File: src/rtl/countdown_display_reader.sv
// Countdown reader: samples remaining seconds on each strobe and converts to MM:SS BCD.
// Optional low-time blink indicator enabled by LOW_TIME_BLINK_EN.
module countdown_display_reader #(
    parameter int LOW_THRESH  = 10,
    parameter int SAT_SECONDS = 5999
) (
    input  logic        Clk,
    input  logic        Reset,
    input  logic        sec,
    input  logic [31:0] count_in,
    output logic [3:0]  min_tens,
    output logic [3:0]  min_ones,
    output logic [3:0]  sec_tens,
    output logic [3:0]  sec_ones,
    output logic        valid,
    output logic        busy,
    output logic        time_up,
    output logic        expired,
    output logic        low_time
);

    localparam logic [1:0] IDLE    = 2'd0;
    localparam logic [1:0] DIV60   = 2'd1;
    localparam logic [1:0] DIV10_M = 2'd2;
    localparam logic [1:0] DIV10_S = 2'd3;

    logic [1:0]  state;
    logic [12:0] rem;
    logic [6:0]  m;
    logic [3:0]  mt;
    logic [3:0]  st;
    logic        pending;
    logic [12:0] hold_val;
    logic        hold_zero;
    logic        cur_zero;
    logic [12:0] samp_val;
    logic        samp_zero;
    logic        start;
    logic        done;

    // Negative or zero counts display 00:00 and count as a timeout sample.
    always_comb begin
        samp_zero = count_in[31] || (count_in == 32'd0);
        if (samp_zero)
            samp_val = '0;
        else if ($signed(count_in) > SAT_SECONDS)
            samp_val = 13'(SAT_SECONDS);
        else
            samp_val = count_in[12:0];
    end

    assign start = (state == IDLE) && (sec || pending);
    assign done  = (state == DIV10_S) && (rem < 13'd10);
    assign busy  = (state != IDLE);

    always_ff @(posedge Clk or posedge Reset) begin
        if (Reset) begin
            state     <= IDLE;
            rem       <= '0;
            m         <= '0;
            mt        <= '0;
            st        <= '0;
            pending   <= 1'b0;
            hold_val  <= '0;
            hold_zero <= 1'b0;
            cur_zero  <= 1'b0;
            min_tens  <= '0;
            min_ones  <= '0;
            sec_tens  <= '0;
            sec_ones  <= '0;
            valid     <= 1'b0;
            time_up   <= 1'b0;
            expired   <= 1'b0;
        end else begin
            valid   <= 1'b0;
            expired <= 1'b0;
            case (state)
                IDLE: begin
                    if (start) begin
                        rem      <= sec ? samp_val : hold_val;
                        cur_zero <= sec ? samp_zero : hold_zero;
                        m        <= '0;
                        mt       <= '0;
                        st       <= '0;
                        pending  <= 1'b0;
                        state    <= DIV60;
                    end
                end
                DIV60: begin
                    if (rem >= 13'd60) begin
                        rem <= rem - 13'd60;
                        m   <= m + 7'd1;
                    end else begin
                        state <= DIV10_M;
                    end
                end
                DIV10_M: begin
                    if (m >= 7'd10) begin
                        m  <= m - 7'd10;
                        mt <= mt + 4'd1;
                    end else begin
                        state <= DIV10_S;
                    end
                end
                DIV10_S: begin
                    if (!done) begin
                        rem <= rem - 13'd10;
                        st  <= st + 4'd1;
                    end else begin
                        min_tens <= mt;
                        min_ones <= m[3:0];
                        sec_tens <= st;
                        sec_ones <= rem[3:0];
                        valid    <= 1'b1;
                        time_up  <= time_up | cur_zero;
                        expired  <= cur_zero & ~time_up;
                        state    <= IDLE;
                    end
                end
                default: state <= IDLE;
            endcase
            // Strobes during a conversion are held; the latest one wins.
            if (sec && busy) begin
                pending   <= 1'b1;
                hold_val  <= samp_val;
                hold_zero <= samp_zero;
            end
        end
    end

`ifdef LOW_TIME_BLINK_EN
    logic samp_low;
    logic hold_low;
    logic cur_low;

    assign samp_low = !samp_zero && (samp_val <= 13'(LOW_THRESH));

    always_ff @(posedge Clk or posedge Reset) begin
        if (Reset) begin
            hold_low <= 1'b0;
            cur_low  <= 1'b0;
            low_time <= 1'b0;
        end else begin
            if (start)
                cur_low <= sec ? samp_low : hold_low;
            if (sec && busy)
                hold_low <= samp_low;
            if (done)
                low_time <= cur_low ? ~low_time : 1'b0;
        end
    end
`else
    assign low_time = 1'b0;
`endif

endmodule
File: config.mk
export PLATFORM = sky130hd
export DESIGN_NAME = countdown_display_reader
export DESIGN_NICKNAME = d
export VERILOG_FILES = /design/src/rtl/countdown_display_reader.sv
export SDC_FILE = /design/constraint.sdc
export NUM_CORES = 1
export LEC_CHECK = 0
export ABC_CLOCK_PERIOD_IN_PS = 4400
export BUFFER_PORTS_ARGS = -buffer_cell sky130_fd_sc_hd__buf_2
export CORE_MARGIN = 2
export CORE_UTILIZATION = 62
export DETAILED_ROUTE_END_ITERATION = 8
export PLACE_DENSITY = 0.95
export SLEW_MARGIN = 20
export SYNTH_ARGS = -nofsm -noshare
export SYNTH_HDL_FRONTEND = slang
export SYNTH_SLANG_ARGS = --single-unit
File: constraint.sdc
create_clock -name Clk -period 4.4 [get_ports Clk]
set_input_delay 0.66 -clock Clk [delete_from_list [all_inputs] [get_ports Clk]]
set_output_delay 0.66 -clock Clk [all_outputs]
set_load 0.02 [all_outputs]
==> impl_metrics.toml <==
[status]
status = "completed"

[place]
place.gp.congestion = 0.9824
place_ws_ns = 1.326
dp_hpwl_mm = 6.881
io_buffers = 54

[timing]
skew_ns = 0.009338
rsz0062_at_grt = "false"
slew_violations = 0
slew_headroom_pct = 29.89
finalCritPeriodShare_pct = 72.68
holdWs_ns = 0.4392
fin_ws_ns = 1.202
max_freq_ghz = 0.3127
period_needed_ns = 3.198
tns_ns = 0
setup_violations = 0
finalHoldViolations = 0
worst_pin_slew_ns = 1.045

[worst_hold_path]
hold_class = "flip-flop to flip-flop"
hold_path_depth = 1
hp-start = "time_up$_DFFE_PP0P_"
holdPathEnd = "expired$_DFF_PP0_"

[floorplanning]
die_x_um = 83.54
die_area_um2 = 6979
initial_core_util_pct = 65.10
rows = 28
die_h_um = 83.54
core_um2 = 6026
ios = 56

[logic_synthesis]
netlist-cell-type-count = 67
netlist_instances = 425
synth_nets = 477
ys.flop_type = "dfrtp_1"
synth_edf_count = 0
synth_top_cells_by_area = "dfrtp_1 41%, o21ai_0 5.9%, ha_1 5.4%"
synth.top_cell.area_share_pct = 41.47
ys_async_sr_fraction_pct = 100.0
ys_ff_latch = 65
yosysWarnings = 0
synth_area_um2 = 3923
post_synth.cell_area_avg_um2 = 9.229
synth_area_leader_cell = "dfrtp_1"
ys_seq_area_share_pct = 41.47

[global_routing]
grt_max_degree = 66
grt-ovfl-total = 0
grt_pass1_vias = 3423
antenna_found_initial = 0
grt_pass1_wl_mm = 15.87
track_usage_pct = 27.66

[worst_setup_path]
worstSetupEndpointType = "flip-flop"
reg2reg_to = "rem[6]$_DFFE_PP0P_"
worstSetupStartpoint = "state[0]$_DFFE_PP0P_"
crit_fanout = 16
critPathArrivalTime_ns = 3.40
crit_chain = "ha_1 > inv_1 > nor3_1 > a21oi_1 > o21ai_1 > or2_2 > o221ai_1"
ff2ff_setup_slack_ns = 1.20
slowest_stage = "o21ai_1"
max_stage_delay_ns = 0.86
start_kind = "flip-flop"
critical_path_class = "flip-flop to flip-flop"
r2r_cells = 7
regToRegStartpoint = "state[0]$_DFFE_PP0P_"
worstPathRequired_ns = 4.60

[final_layout]
final_layout_size_suffix_gt1_share_pct = 21.04
layout_commonest_cell = "dfrtp_1"
final_util_pct = 72.76
mostFrequentLayoutCells = "65 x dfrtp_1, 54 x buf_2, 46 x o21ai_0, 44 x nand2_1, 32 x a21oi_1"
antenna_cells = 0
nets = 527
syn_to_final_growth_pct = 11.77

[clock_network]
cts_tree = "built"
cts_root_buffer = "clkbuf_8"
clkLatencyLatePin_ns = 0.34
h-tree-depth = 3
cts_buffers = 9
ctsResizeCount = 0
clockBufferDepth = 2
cts_sinks = 65
postCtsSetupBuffers = 0
clk_pin_slew_ns = 0.07
holdBufCountCts = 0

[route]
avgViaCountPerCell = 6.533
postRouteAntennaNets = 0
drc = 0
vias = 3626
drt_pass1_iterations = 5
wl_per_cell_um = 16.97
drtIter0Drc = 293
routed_wl_mm = 9.421

[power]
power_density_nw_per_um2 = 649.2
power_leakage_nw = 2.038
irDropWorstVdd_mv = 0.3977

[run]
cap_violations = 0
## synth_stat cells, types with 7 or more instances
library cell	number
a22oi_1	12
ha_1	17
a21oi_1	32
o21ai_0	46
inv_1	21
clkbuf_1	11
nor2_1	23
mux2_2	18
nor3_1	9
mux2i_1	7
nand2_1	44
nand3_1	11
dfrtp_1	65
## critical path: cells and delay by family (launching register included)
family,cells,cell delay (ns)
AO/OA/AOI/OAI,3,1.12
AND/OR/NAND/NOR,2,0.70
flip-flops,1,0.46
adder cells (fa/ha/maj),1,0.46
buffers and inverters,1,0.31
## cell families (layout without fill, tap and decap cells)
logic type	count (synthesis)	in the layout	synth area share [%]
xor+xnor	5	5	1.116
flops	65	65	41.47
fa+ha+maj	17	17	5.423
compound gates	144	144	24.15
mux	25	25	6.954
simple gates	128	128	16.46
buf+inv	40	95	4.338
other cells	1	1	0.09560
## worst max path at each step
stage / endpoint / cells past startpoint
floorplan: hold_val[3]$_DFFE_PP0P_ / 7
global placement: rem[9]$_DFFE_PP0P_ / 7
detailed placement: rem[6]$_DFFE_PP0P_ / 7
CTS: rem[6]$_DFFE_PP0P_ / 7
global route: rem[6]$_DFFE_PP0P_ / 7
finish: rem[6]$_DFFE_PP0P_ / 7
## final cells by class
class | instances | area, um2
clock buffer | 10 | 127.6
clock inverter | 6 | 35.03
fill | 453 | 1642
inverter | 22 | 82.58
multi-input combinational | 320 | 2126
sequential | 65 | 1627
tap | 75 | 93.84
timing repair buffer | 57 | 292.8
## flip-flops by register name, indices dropped and copies added, names as in the netlist, 2 cells and up
| register | cells |
|---|---|
| rem | 13 |
| mt | 4 |
| m | 7 |
| sec_tens | 4 |
| min_ones | 4 |
| st | 4 |
| sec_ones | 4 |
| hold_val | 13 |
| state | 2 |
| min_tens | 4 |
## power breakdown
group | total, W | leakage, nW | internal, W | switching [W]
Combinational | 0.00141 | 1.10 | 0.000550 | 0.000865
Clock | 0.000427 | 0.0818 | 0.000200 | 0.000227
Sequential | 0.00100 | 0.855 | 0.000797 | 0.000207
Total | 0.00285 | 2.04 | 0.00155 | 0.00130
## metrics by stage
stage               cells  cell area (um2)  power [W]
floorplan             425             3923   0.002029
global placement      539             4222   0.002321
detailed placement    539             4222   0.002394
CTS                   555             4384   0.002826
global route          555             4384   0.003059
finish                555             4384   0.002846
## routing by layer
metal	track usage, %	vias to the layer above	wire length (um)
li1	-	1677	-
met1	36.49	1736	3890
met2	47.14	195	4645
met3	5.539	18	742
met4	6.745	0	143
met5	0	-	0
No activity file was read; power rests on OpenSTA's default activity.
